<file path="src/rtl/wb_arb_pkg.sv">
// Shared types and helpers for the Wishbone host arbiter.
//   wb_arb_state_e : sequencing states of the single-owner transaction FSM
//   wb_arb_req_t   : one latched host request (addr, we, be, wdata) at the
//                    default 32-bit address / 32-bit data widths
//   idx_width()    : width of a host index, never less than one bit
package wb_arb_pkg;

  localparam int unsigned ArbAddrWidth = 32;
  localparam int unsigned ArbDataWidth = 32;

  typedef enum logic [1:0] {
    ArbIdle = 2'd0,
    ArbReq  = 2'd1,
    ArbWait = 2'd2,
    ArbResp = 2'd3
  } wb_arb_state_e;

  typedef struct packed {
    logic [ArbAddrWidth-1:0]   addr;
    logic                      we;
    logic [ArbDataWidth/8-1:0] be;
    logic [ArbDataWidth-1:0]   wdata;
  } wb_arb_req_t;

  function automatic int unsigned idx_width(input int unsigned n);
    return (n > 1) ? $clog2(n) : 1;
  endfunction

endpackage

</file>
<file path="src/rtl/rr_arbiter.sv">
// Combinational round-robin picker.
//   req        : request vector, one bit per requester
//   last_grant : index granted most recently; the search starts just above it
//   gnt        : one-hot grant (zero when nothing requests)
//   gnt_idx    : index of the granted requester (0 when nothing requests)
module rr_arbiter import wb_arb_pkg::*; #(
  parameter  int unsigned N    = 2,
  localparam int unsigned IdxW = idx_width(N)
) (
  input  logic [N-1:0]    req,
  input  logic [IdxW-1:0] last_grant,
  output logic [N-1:0]    gnt,
  output logic [IdxW-1:0] gnt_idx
);

  logic [N-1:0] req_above;
  logic         any_above;

  // Requesters above the pointer have priority; if none, wrap around and take
  // the lowest requesting index overall.
  always_comb begin
    // NOTE: every signal gets a default before any conditional update, so no
    // path leaves a combinational output unassigned and no latch is inferred.
    req_above = '0;
    gnt_idx   = '0;
    for (int i = 0; i < int'(N); i++) begin
      req_above[i] = req[i] && (IdxW'(i) > last_grant);
    end
    any_above = |req_above;
    for (int i = int'(N) - 1; i >= 0; i--) begin
      if (any_above ? req_above[i] : req[i]) gnt_idx = IdxW'(i);
    end
    gnt = (|req) ? (N'(1) << gnt_idx) : '0;
  end

endmodule

</file>
<file path="src/rtl/wb_host_arbiter.sv">
// Shares one Wishbone pipelined master port between NrHosts Ibex-style hosts.
// One transaction is outstanding at a time; a timeout aborts hung slaves.
//   clk_i, rst_i      : clock, asynchronous active-high reset
//   host_req_i/gnt_o  : request / combinational one-hot grant (only in idle)
//   host_addr/we/be/wdata_i : request fields, latched on grant
//   host_rvalid/rdata/err_o : registered one-cycle response to the owner only
//   wb_cyc/stb/we/addr/data/sel_o : registered Wishbone master outputs
//   wb_stall/ack/err/data_i       : Wishbone slave responses
module wb_host_arbiter import wb_arb_pkg::*; #(
  parameter int unsigned NrHosts       = 2,
  parameter int unsigned DataWidth     = 32,
  parameter int unsigned AddressWidth  = 32,
  parameter int unsigned TimeoutCycles = 255
) (
  input  logic                      clk_i,
  input  logic                      rst_i,
  input  logic [NrHosts-1:0]        host_req_i,
  output logic [NrHosts-1:0]        host_gnt_o,
  input  logic [AddressWidth-1:0]   host_addr_i  [NrHosts],
  input  logic [NrHosts-1:0]        host_we_i,
  input  logic [DataWidth/8-1:0]    host_be_i    [NrHosts],
  input  logic [DataWidth-1:0]      host_wdata_i [NrHosts],
  output logic [NrHosts-1:0]        host_rvalid_o,
  output logic [DataWidth-1:0]      host_rdata_o [NrHosts],
  output logic [NrHosts-1:0]        host_err_o,
  output logic                      wb_cyc_o,
  output logic                      wb_stb_o,
  output logic                      wb_we_o,
  output logic [AddressWidth-1:0]   wb_addr_o,
  output logic [DataWidth-1:0]      wb_data_o,
  output logic [DataWidth/8-1:0]    wb_sel_o,
  input  logic                      wb_stall_i,
  input  logic                      wb_ack_i,
  input  logic                      wb_err_i,
  input  logic [DataWidth-1:0]      wb_data_i
);

  localparam int unsigned IdxW = idx_width(NrHosts);
  localparam int unsigned CntW = (TimeoutCycles > 0) ? $clog2(TimeoutCycles + 1) : 1;
  localparam logic [CntW-1:0] CntMax = CntW'(TimeoutCycles);

  typedef struct packed {
    logic [AddressWidth-1:0]  addr;
    logic                     we;
    logic [DataWidth/8-1:0]   be;
    logic [DataWidth-1:0]     wdata;
  } req_t;

  wb_arb_state_e          state_q, state_d;
  logic [IdxW-1:0]        last_q, last_d;
  logic [IdxW-1:0]        owner_q, owner_d;
  req_t                   req_q, req_d;
  logic [CntW-1:0]        cnt_q, cnt_d;
  logic                   cyc_q, cyc_d;
  logic                   stb_q, stb_d;
  logic [NrHosts-1:0]     rvalid_q, rvalid_d;
  logic [NrHosts-1:0]     err_q, err_d;
  logic [DataWidth-1:0]   rdata_q [NrHosts];
  logic [DataWidth-1:0]   rdata_d [NrHosts];

  logic [NrHosts-1:0]     arb_gnt;
  logic [IdxW-1:0]        arb_idx;
  logic                   timeout_hit;
  logic                   resp_err;
  logic [DataWidth-1:0]   resp_data;

  rr_arbiter #(.N(NrHosts)) u_rr (
    .req        (host_req_i),
    .last_grant (last_q),
    .gnt        (arb_gnt),
    .gnt_idx    (arb_idx)
  );

  assign host_gnt_o  = (state_q == ArbIdle) ? arb_gnt : '0;
  assign timeout_hit = (TimeoutCycles != 0) && (cnt_q == CntMax);

  always_comb begin
    state_d   = state_q;
    last_d    = last_q;
    owner_d   = owner_q;
    req_d     = req_q;
    cnt_d     = cnt_q;
    resp_err  = 1'b0;
    resp_data = '0;

    case (state_q)
      ArbIdle: begin
        if (|host_req_i) begin
          state_d     = ArbReq;
          owner_d     = arb_idx;
          last_d      = arb_idx;
          req_d.addr  = host_addr_i[arb_idx];
          req_d.we    = host_we_i[arb_idx];
          req_d.be    = host_be_i[arb_idx];
          req_d.wdata = host_wdata_i[arb_idx];
          cnt_d       = '0;
        end
      end
      ArbReq, ArbWait: begin
        if (cnt_q != CntMax) cnt_d = cnt_q + 1'b1;
        if (wb_ack_i || wb_err_i || timeout_hit) begin
          state_d   = ArbResp;
          // Error if the slave says so, or if the timeout fired without an ack;
          // an ack landing on the timeout cycle still counts as success.
          resp_err  = wb_err_i || !wb_ack_i;
          resp_data = (wb_ack_i && !wb_err_i && !req_q.we) ? wb_data_i : '0;
        end else if (state_q == ArbReq && !wb_stall_i) begin
          state_d = ArbWait;
        end
      end
      ArbResp: state_d = ArbIdle;
      default: state_d = ArbIdle;
    endcase

    // Outputs are computed from the next state so they can be registered
    // without adding a cycle of latency.
    cyc_d = (state_d == ArbReq) || (state_d == ArbWait);
    stb_d = (state_d == ArbReq);
    for (int i = 0; i < int'(NrHosts); i++) begin
      rvalid_d[i] = 1'b0;
      err_d[i]    = 1'b0;
      rdata_d[i]  = '0;
      if (state_d == ArbResp && owner_q == IdxW'(i)) begin
        rvalid_d[i] = 1'b1;
        err_d[i]    = resp_err;
        rdata_d[i]  = resp_data;
      end
    end
  end

  // NOTE: sequential state uses non-blocking assignments only, so every flop
  // samples the values from before the edge regardless of statement order.
  always_ff @(posedge clk_i or posedge rst_i) begin
    if (rst_i) begin
      state_q  <= ArbIdle;
      last_q   <= IdxW'(NrHosts - 1);
      owner_q  <= '0;
      req_q    <= '0;
      cnt_q    <= '0;
      cyc_q    <= 1'b0;
      stb_q    <= 1'b0;
      rvalid_q <= '0;
      err_q    <= '0;
      // NOTE: rdata_q is output state rather than storage, so it is reset
      // with everything else to keep the outputs at zero.
      rdata_q  <= '{default: '0};
    end else begin
      state_q  <= state_d;
      last_q   <= last_d;
      owner_q  <= owner_d;
      req_q    <= req_d;
      cnt_q    <= cnt_d;
      cyc_q    <= cyc_d;
      stb_q    <= stb_d;
      rvalid_q <= rvalid_d;
      err_q    <= err_d;
      rdata_q  <= rdata_d;
    end
  end

  assign wb_cyc_o      = cyc_q;
  assign wb_stb_o      = stb_q;
  assign wb_we_o       = req_q.we;
  assign wb_addr_o     = req_q.addr;
  assign wb_data_o     = req_q.wdata;
  assign wb_sel_o      = req_q.be;
  assign host_rvalid_o = rvalid_q;
  assign host_err_o    = err_q;
  assign host_rdata_o  = rdata_q;

endmodule

</file>
<file path="config.mk">
export PLATFORM = sky130hd
export DESIGN_NAME = wb_host_arbiter
export DESIGN_NICKNAME = d
export VERILOG_FILES = /design/src/rtl/wb_arb_pkg.sv /design/src/rtl/rr_arbiter.sv /design/src/rtl/wb_host_arbiter.sv
export SDC_FILE = /design/constraint.sdc
export NUM_CORES = 1
export LEC_CHECK = 0
export CAP_MARGIN = 30
export CORE_ASPECT_RATIO = 0.7
export CORE_UTILIZATION = 39
export DETAILED_ROUTE_END_ITERATION = 8
export PLACE_DENSITY_LB_ADDON = 0.25
export SYNTH_ARGS = -nofsm -noshare
export SYNTH_HDL_FRONTEND = slang
export SYNTH_SLANG_ARGS = --single-unit
</file>
<file path="constraint.sdc">
create_clock -name clk_i -period 6.1 [get_ports clk_i]
set_input_delay 1.22 -clock clk_i [delete_from_list [all_inputs] [get_ports clk_i]]
set_output_delay 1.22 -clock clk_i [all_outputs]
set_load 0.01 [all_outputs]
</file>
== Word-level counts from Yosys, hierarchy flattened ==
Index checks and enable logic that the tools add are counted.

* Flip-flop bits (word level): 151
* Output and inout port bits: 141
* Bits of input ports: 177
* Word-level logic and storage cells: 89

* Shift-type cells: 1
* Muxes and demuxes: 35
* Bitwise gates (word level): 2
* Reduce and logical (&&, ||, !) cells: 22
* Order comparisons: 4
* Add/sub/neg operators: 1
* Eq/ne operators: 10

{| class="wikitable"
|+ Operators by type and width
! cell !! count
|-
| two-way mux 32 bit || 11
|-
| two-way mux 8 bit || 2
|-
| one-hot mux 8 bit (2 select lines) || 1
|-
| two-way mux 1 bit || 12
|-
| two-way mux 4 bit || 3
|-
| two-way mux 2 bit || 5
|-
| adder 8 x 1 -> 8 bit, second input constant || 1
|-
| equality test 2 bit, second input constant || 4
|-
| equality test 8 bit, second input constant || 1
|-
| != test 8 bit, second input constant || 1
|-
| logical AND 1 bit || 7
|-
| one-hot mux 2 bit (3 select lines) || 1
|-
| OR reduction 2 bit || 3
|-
| equality test 2 x 1 -> 1 bit, second input constant || 2
|-
| logical NOT 1 bit || 4
|-
| logical OR 1 bit || 4
|-
| AND reduction 3 bit || 1
|-
| greater-or-equal comparator 2 bit, second input constant || 1
|-
| greater-than comparator 1 bit, first input constant || 2
|-
| logical NOT 2 bit || 1
|-
| < comparator 1 x 2 -> 1 bit, second input constant || 1
|-
| != test 2 x 1 -> 1 bit, second input constant || 1
|-
| != test 2 bit, second input constant || 1
|-
| inverter 1 -> 2 bit || 1
|-
| other kinds (4) || 4
|}

== Logic depth before layout (Yosys ltp) ==
Gate-level depths: netlist (run 1).

* Depth after elaboration: 10
* Mapped depth: 11
* Mapped depth without buffers: 10

== By module ==
From an unflattened synthesis (run 1), not the netlist that was laid out.

* Cells, all modules: 541
* Area, all modules: 6239.7 um^2

{| class="wikitable"
|+ Modules (own cells, without submodules)
! module !! instances !! sequential area each (um^2) !! cells each !! area an instance (um^2)
|-
| wb_host_arbiter || 1 || 3779.9 || 537 || 6213.5
|-
| rr_arbiter || 1 || 0.0 || 4 || 26.3
|}

== Least setup slack after synthesis (run 1) ==
OpenSTA, ideal clock, no wires.

* Path type: input to output
* From: in host_req_i[1]
* To: out host_gnt_o[1]
* Data arrival time: 1.858 ns
* Cell stages on the path: 3
* Buffers on the path: 1
* Data required time: 4.880 ns
* Setup slack: 3.022 ns
* Cell sequence: nand2_1 a21oi_1 buf_2

* Cells in the longest elaborated chain, start to end: 8
* Elaborated cells on any way between the ends: 10
* Those cells by class: shift (1); mux (6); reduce/logical (3)

{| class="wikitable"
|+ RTL lines
! what !! RTL line !! text
|-
| start, declared || wb_host_arbiter.sv:17 || <nowiki>input logic [NrHosts-1:0] host_req_i,</nowiki>
|-
| logical AND 1 bit || rr_arbiter.sv:27 || <nowiki>req_above[i] = req[i] && (IdxW'(i) > last_grant);</nowiki>
|-
| OR reduction 2 bit || rr_arbiter.sv:29 || <nowiki>any_above = |req_above;</nowiki>
|-
| two-way mux 1 bit (3 in series) || rr_arbiter.sv:31 || <nowiki>if (any_above ? req_above[i] : req[i]) gnt_idx = IdxW'(i);</nowiki>
|-
| << shifter 1 x 1 -> 2 bit || rr_arbiter.sv:33 || <nowiki>gnt = (|req) ? (N'(1) << gnt_idx) : '0;</nowiki>
|-
| two-way mux 2 bit (*) || rr_arbiter.sv:33 ||
|-
| two-way mux 2 bit (*) || wb_host_arbiter.sv:74 || <nowiki>assign host_gnt_o = (state_q == ArbIdle) ? arb_gnt : '0;</nowiki>
|-
| end, declared || wb_host_arbiter.sv:18 || <nowiki>output logic [NrHosts-1:0] host_gnt_o,</nowiki>
|}

Mark *: on every way between the ends. The rest lies on a longest branch, timed or not.

== Worst setup path in the final report (run 1) ==
* From: in host_req_i[0]
* To: out host_gnt_o[0]

The elaborated chain is that of the path after synthesis.

==> results of run 1 <==
==> cell usage after synthesis, drive strengths merged (2+ instances only) <==
master   count
a21o         4
a21oi        8
a222oi      69
a2bb2oi      2
and2        65
buf          8
clkbuf      21
dfrtp      150
ha           7
inv         77
nand2        8
nand2b       2
nand3        4
nand4        2
nor2        10
nor2b        4
nor3         3
o2111a       2
o211ai       3
o21ai        7
==> power by group through the flow <==
stage,Combinational [µW],Sequential (µW),Clock [µW]
6_report,1530,1430,1040
5_1_grt,1660,1460,1100
4_1_cts,1540,1430,1050
3_5_place_dp,1530,1450,0
3_3_place_gp,1500,1430,0
2_1_floorplan,608,1540,0
==> cell usage in the layout, fill, tap and decap left out, types with 2 or more instances in the layout <==
master,netlist,final
sky130_fd_sc_hd__nor2b_1,4,4
sky130_fd_sc_hd__nand4_1,2,2
sky130_fd_sc_hd__clkinv_2,0,2
sky130_fd_sc_hd__a21oi_1,8,6
sky130_fd_sc_hd__nor3_1,3,3
sky130_fd_sc_hd__clkinvlp_4,0,2
sky130_fd_sc_hd__inv_1,77,76
sky130_fd_sc_hd__ha_1,7,7
sky130_fd_sc_hd__o211ai_1,3,3
sky130_fd_sc_hd__o2111a_1,2,2
sky130_fd_sc_hd__nor2_1,10,10
sky130_fd_sc_hd__dfrtp_1,150,150
sky130_fd_sc_hd__a21oi_4,0,2
sky130_fd_sc_hd__nand2b_1,2,2
sky130_fd_sc_hd__a2bb2oi_1,2,2
sky130_fd_sc_hd__nand3_1,4,4
sky130_fd_sc_hd__nand2_1,8,8
sky130_fd_sc_hd__clkinv_4,0,4
sky130_fd_sc_hd__and2_1,65,65
sky130_fd_sc_hd__clkbuf_16,0,17
sky130_fd_sc_hd__o21ai_0,5,5
sky130_fd_sc_hd__clkdlybuf4s50_1,0,317
sky130_fd_sc_hd__a222oi_1,69,69
sky130_fd_sc_hd__bufinv_16,0,2
sky130_fd_sc_hd__buf_4,1,6
sky130_fd_sc_hd__a21o_1,4,4
sky130_fd_sc_hd__inv_6,0,4
==> cells by family after synthesis <==
logic type	share of synthesized area [%]
buf+inv	7.12
compound gates	15.7
flops	65.6
fa+ha+maj	1.52
simple gates	10.1
==> metal layers <==
layer	share of wire, %	wire [µm]	vias up
met5	0	0	-
li1	-	-	2307
met1	41	7450	2494
met2	48	8740	258
met4	1.7	304	0
met3	10	1860	18
==> state kept, by name (all words and copies together), names as in the netlist, 2 cells and up <==
| register | cells |
|---|---|
| wb_addr_o | 32 |
| state_q | 2 |
| cnt_q | 8 |
| wb_sel_o | 4 |
| host_err_o | 2 |
| host_rdata_o | 64 |
| wb_data_o | 32 |
| host_rvalid_o | 2 |
==> worst min-delay path, stage by stage (launching register included) <==
cell and delay, ns:
sky130_fd_sc_hd__dfrtp_1 0.34, sky130_fd_sc_hd__a222oi_1 0.06, sky130_fd_sc_hd__inv_1 0.05
==> worst paths after layout <==
check | slack [ns] | end | from
hold reg to reg | 0.49 | wb_addr_o[24] | wb_addr_o[24]
hold / removal | 0.49 | wb_addr_o[24] | wb_addr_o[24]
setup reg to reg | 2.73 | host_rdata_o[4] | cnt_q[0]
max in group asynchronous | 3.53 | cnt_q[7] | rst_i
setup / recovery | 2.16 | host_gnt_o[0] | host_req_i[0]
min in group asynchronous | 1.39 | host_rdata_o[11] | rst_i
==> cell type report <==
cell class              instances  share of cell area [%]
inverters                      77                    3.02
flip-flops and latches        151                    38.8
clock buffers                  19                    4.55
well taps                     190                    2.44
diodes                          1                  0.0257
clock inverters                13                    1.50
multi-input cells             209                    16.5
repair buffers                323                    33.1
==> through the flow <==
stage               total power [µW]  util [%]
floorplan                       2150         -
global placement                2930      64.4
detailed placement              2970      64.4
CTS                             4030      68.6
global route                    4220      68.6
finish                          4000      68.6
==> results, run 1 <==
- In the post-synthesis netlist, the biggest area contributors are sky130_fd_sc_hd__dfrtp_1, sky130_fd_sc_hd__a222oi_1, sky130_fd_sc_hd__and2_1.
- The floorplan step defined a die boundary enclosing ~15,000 µm².
- The analysis attributes to cell leakage a power of 0.00460 µW.
- The critical path class is in -> out.
- Entering global routing, the biggest net connects 106 pins.
- The standard-cell row count is 36.
- Setup repair after global routing left no endpoint under its margin.
- Derived from the worst setup path, the maximum achievable clock frequency is 254 MHz.
- The portion of total power attributed to combinational logic is 38.2%.
- The total area inside the core boundary comes to 14,200 µm².
- The insertion delay of the later-clocked pin in the worst-skew pair is 0.41 ns.
- The total of warnings raised by yosys is 0.
- In the post-route analysis, the smallest setup slack over all paths is 2.16 ns.
- The peak fanout along the critical path is 4.
- The maximum level of the CTS H-tree is 4.
- In this run the power density over the cells is roughly 400 nW/µm².
- In this run, synthesis inferred 0 flip-flops with an integrated enable.
- The wire length of the first global-routing pass is 28,000 µm.
- Prior to clock tree synthesis, the placed netlist has a worst setup slack of 1.83 ns.
- Across all hold checks on the routed design, the worst slack comes to 0.487 ns.
- The headroom to the max-slew limit is 37.5%.
- The clock-pin slew on the worst setup and hold paths is around 0.06 ns.
- The share of the Yosys chip area taken by registers is between 60% and 70%.
- The starting utilization of the core area is roughly two fifths.
- The placed cell count is 950.
- The final count of pins violating max slew is 0.
- Between clock sinks in the finished design, the worst skew comes to 0.00825 ns.
- The clock drives approximately 150 sinks.
- Buffers inserted during clock tree synthesis total 17.
- The flow ran to the end, and the final reports show no timing, DRC or antenna violations.
- The global-route total usage across every layer is between 20% and 30%.
- The largest single stage delay on the critical path is 0.63 ns.
- In this run, the number of DRC markers left after iteration 0 of detailed routing was 536.
- When the netlist entered floorplanning its net count stood at 650.
- The clock passes through at most 2 buffers.
- The detailed placement HPWL is 13,000 µm.
- The met2 layer usage reported by global route is 39.2%.
- met2 is the most crowded layer.
- The number of antenna violations at the first check in global routing is 1.
- For this block, the routed nets add up to 18,400 µm of wire.
- Traced cell by cell, the critical path runs through clkdlybuf4s50_1, nand2_1, a21oi_4, clkdlybuf4s50_1.
- The number of failing hold endpoints at the final stage came to 0.
- The synthesized area divided by synthesized cell count is 12.4 µm².
- The period utilization is ~65%.
- In this run the number of cells on the critical path is 4.
- The kind of cell with the highest combined delay on the critical path is buffers and inverters.
- The slowest cell on the critical path is sky130_fd_sc_hd__clkdlybuf4s50_1.
- Summing all non-filler instances in the final layout gives an area of 9730 µm².
- The share of the synthesized area in the top cell type is between 60 and 70%.
- In the final layout, the share of cells above drive strength 1 is under 10%.
- The number of non-filler instances in the completed layout is a little under 1,000.
- The worst hold path belongs to the class reg -> reg.
- The post-cts hold buffer count is 0.
- The number of different library cells in the post-synthesis netlist is 32.
- The most used flip-flop cell after synthesis is sky130_fd_sc_hd__dfrtp_1.
- The worst endpoint data arrival time is 2.72 ns.
- For this run the aggregate overflow at the end of global routing stands at 0.
- The detail route stage leaves a number of antenna-violating nets equal to 0.
- In this run the post-CTS setup repair buffer count came out at 0.
- Net switching is ~33% of the power.
- The filler cells instantiated in the layout total 1,040.
- After synthesis the netlist holds a flip-flop and latch count of 151.
- The synthesized netlist cell count is 466.
- The clock period could shrink to 3.94 ns.
- Counting instances, the worst hold path has a depth of 2.
- The final setup TNS is 0 ns.
- The async set-reset flop share out of synthesis is 100%.
- The die is a little over 100 µm tall.
- The cell with the most instances on the worst path is sky130_fd_sc_hd__clkdlybuf4s50_1.
- Buffers placed on the I/O ports in this run total 317.
- Registers take 3780 µm².
- The share of total power in the clock network is between 20% and 30%.
- For this run, design rule violations remaining after detail routing come to 0.
- The worst reg-to-reg path cell count is 10.
- The internal power of the cells totals about 2700 µW.
- The routed layout has 5,077 vias.
- TritonCTS built the clock tree.
- Dividing the detail-routed via count by the number of cells gives 5.16.
- The max capacitance violation total is 0.
- The critical path launch point type is a primary input.
- The met1 global-route usage is 29.0%.
- Setup violations remaining at the end of the flow were counted as 0.
- The worst ir drop on vdd is 0.249 mV.
- The area of combinational cells with multiple inputs is approximately 1600 µm².
- The number of global-route vias before repair is 5,123.
- The number of cells upsized or downsized after cts is 0.
- The layout-stage area growth over the synthesis result is 68.8%.
- 318 I/O pins were placed.
- The congestion estimate from routability-driven global placement came to 0.903.
- Of the total power, registers draw a little over a third.
- The mapped netlist covers 5770 µm².
- Together, buffers and inverters on the worst path number 2.
- In the final design database the tool counted 963 nets.
- Global routing used 9.69% of the available met3 tracks.
- In this run the cell area measured after placement is about 9000 µm².
- At the pin with the least slew margin, the transition time is 0.934 ns.
- Before antenna repair, the detailed router went through 9 iterations.
- The clock root buffer master is sky130_fd_sc_hd__clkbuf_16.
- The worst setup path is captured at an output port.
- The switching power total is around 1300 µW.
- Dividing the detail-routed wire length by the instance count gives around 19 µm.
- The biggest area contributor in the post-synthesis netlist is sky130_fd_sc_hd__dfrtp_1.
- The die is 147 µm wide.
- STA puts the critical path data required time at 4.88 ns.
No activity file was read; power rests on OpenSTA's default activity.
==> run 2, diff against run 1 <==
Clock period 6.1 ns to 4 ns, I/O delays scaled along.
==> results, run 2 (synthesis gave the netlist of run 1 again) <==
- The flow ran to the end, and the final reports show no timing, DRC or antenna violations.
- The final critical path takes up 77.6% of the cycle.
- Sequential cells account for a little over a third of the total power.
- In this run the core area contains 36 standard-cell rows.
- The worst setup path is captured at an output port.
- Global routing consumed, on the met1 layer, approximately 30% of the routing resources.
- The number of cells upsized or downsized after cts is 0.
- The final count of pins violating max slew is 0.
- The final setup slack of the worst path is 0.894 ns.
- Buffers added to address setup during post-CTS repair amount to 0.
- The path class of the tightest hold or removal check is reg -> reg.
- The required time at the endpoint of the critical path is 3.20 ns.
- The worst slack at placement is about 0.81 ns.
- At the pin with the least slew margin, the transition time is 0.853 ns.
- Dividing the detail-routed via count by the number of cells gives about 5.
- The die area is 15,300 µm².
- The number of buffers created by CTS is 17.
- In this run the tightest slew margin relative to its limit is 42.9%.
- In the layout the commonest cells are sky130_fd_sc_hd__clkdlybuf4s50_1, sky130_fd_sc_hd__dfrtp_1, sky130_fd_sc_hd__inv_1.
- The DRC violation total after the first TritonRoute iteration is 555.
- The wire-length estimate of the detail-placed layout is 13,300 µm.
- The post-cts hold buffer count is 0.
- The first detailed-routing pass took 8 iterations.
- The total congestion overflow is 0.
- The final route contains roughly 5,100 vias.
- The remaining antenna violation count after routing is 0.
- The worst reg-to-reg path cell count is 10.
- For this design the total switching power over the nets is 2050 µW.
- Pin placement for this block handled ~320 I/O pins.
- The portion of total power attributed to combinational logic is roughly two fifths.
- The number of sinks handled by clock tree synthesis is 151.
- The launching point of the worst reg2reg path is cnt_q[0].
- The clock-pin slew on the worst setup and hold paths is 0.06 ns.
- The worst endpoint data arrival time is 2.31 ns.
- The power per unit of standard cell area is 631 nW/µm².
- Port buffering added 317 buffers.
- The internal portion of the total power is between 4000 and 5000 µW.
- The fraction of final layout cells sized beyond drive strength 1 is 5.54%.
- The worst ir drop on vdd is 0.317 mV.
- The number of failing hold endpoints at the final stage is 0.
- Subtracting the final worst setup slack from the clock period gives 3.11 ns.
- The number of global-route vias before repair is between 5,000 and 6,000.
- Clock skew on the completed layout was measured at 0.0102 ns.
- The area of the placeable core is 14,200 µm².
- The worst hold path passes through 2 cells.
- The starting utilization of the core area is 40.6%.
- TritonCTS built the clock tree.
- Setup repair after global routing left no endpoint under its margin.
- The critical path class is in -> out.
- For this run, the post-layout net count is 965.
- In this run the worst path has a maximum fanout of 4.
- The global-route track usage on met3 is 10.0%.
- Based on the critical path, the design can be clocked at up to about 320 MHz.
- The final antenna diode count is 0.
- Setup violations remaining at the end of the flow were counted as 0.
- The wire length of the first global-routing pass is 29,100 µm.
- The longest clock path from root to sink contains 2 buffers.
- The layout-stage area growth over the synthesis result is 69.5%.
- The global-route total usage across every layer is 25.1%.
- Wires add up to 18,900 µm.
- In this run, the clock network consumes 26.0% of the power.
- The maximum number of pins on one net before global-route repair is 152.
- The tool flagged a number of max-cap violations equal to 0.
- The weighted congestion at the end of routability-driven global placement is 0.857.
- Summed over all failing endpoints, the final setup total negative slack is 0 ns.
- The number of fill cells in the layout is approximately 1,000.
- The hold path startpoint is wb_addr_o[20].
- The number of non-filler instances in the completed layout is 984.
- The switching part of the total power is roughly 33%.
- The die extent in x is 147 µm.
- The most used routing layer in global routing is met2.
- The number of antenna violations at the first check in global routing is 0.
- The maximum level of the CTS H-tree is 4.
- The cell sitting at the root of the clock tree is a sky130_fd_sc_hd__clkbuf_16.
- After detailed routing, the number of remaining DRC violations is 0.
- STA classifies the critical path startpoint as a primary input.
- The static leakage power is between 0.004 and 0.005 µW.
- The number of flip-flops in the largest register is 64.
- Counting tap cells, the placed design contains a total of 952 instances.
- For met2 alone, demand over resource in global routing was 42.0%.
- Tracing the worst setup path back leads to its startpoint at host_req_i[0].
- The most frequent standard cell in the layout excluding fill and tap cells is sky130_fd_sc_hd__clkdlybuf4s50_1.
- The insertion delay of the later-clocked pin in the worst-skew pair is 0.42 ns.
- The die height is around 100 µm.
- The average detailed-routed wire length per instance is 19.2 µm.
## run 2: changes by cell type in the layout (fill, tap and decap cells not counted)
| cell | previous run | this run |
|---|---|---|
| sky130_fd_sc_hd__clkbuf_8 | 1 | 0 |
| sky130_fd_sc_hd__inv_6 | 4 | 5 |
| sky130_fd_sc_hd__diode_2 | 1 | 0 |
| sky130_fd_sc_hd__buf_12 | 0 | 2 |
| sky130_fd_sc_hd__clkinv_2 | 2 | 0 |
| sky130_fd_sc_hd__clkinv_4 | 4 | 6 |
## run 2: per-layer routing
metal / vias up / wire [µm]
met3: 16 / 1860
li1: 2301 / -
met5: - / 0
met1: 2534 / 7500
met4: 0 / 227
met2: 214 / 9290
## run 2: critical path: stages
cell,delay (ns)
sky130_fd_sc_hd__clkdlybuf4s50_1,0.63
sky130_fd_sc_hd__nand2_1,0.14
sky130_fd_sc_hd__a21oi_4,0.16
sky130_fd_sc_hd__clkdlybuf4s50_1,0.57
## run 2: worst paths after layout
kind	slack (ns)	endpoint
worst max-delay path	0.89	host_gnt_o[0]
worst min-delay path	0.49	wb_addr_o[20]
worst max register to register	1.19	host_rdata_o[41]
worst min register to register	0.49	wb_addr_o[20]
max in group asynchronous	2.47	wb_data_o[4]
min in group asynchronous	0.96	host_rdata_o[54]
## run 2: per-stage QoR
| stage | power (µW) | util (%) | cell area (µm²) | hold slack [ns] |
|---|---|---|---|---|
| finish | 6160 | 68.9 | 9770 | 0.493 |
| global route | 6500 | 68.9 | 9770 | 0.513 |
| CTS | 6210 | 68.9 | 9770 | 0.495 |
| detailed placement | 4590 | 64.7 | 9180 | 0.480 |
| global placement | 4510 | 64.7 | 9180 | 0.473 |
| floorplan | 3280 | - | 5770 | 0.477 |
## run 2: cell type report
class / count / area [µm²] / share of cell area, %
clock inverters: 14 / 164 / 1.68
repair buffers: 325 / 3260 / 33.3
multi-input cells: 209 / 1610 / 16.5
clock buffers: 18 / 429 / 4.39
flip-flops and latches: 151 / 3780 / 38.7
well taps: 190 / 238 / 2.43
inverters: 77 / 293 / 3.00
## run 2: power groups by stage
stage | Clock [µW] | Combinational [µW] | Sequential, µW
2_1_floorplan | 0 | 927 | 2350
3_3_place_gp | 0 | 2320 | 2190
3_5_place_dp | 0 | 2380 | 2210
4_1_cts | 1630 | 2390 | 2190
5_1_grt | 1700 | 2560 | 2240
6_report | 1600 | 2370 | 2190
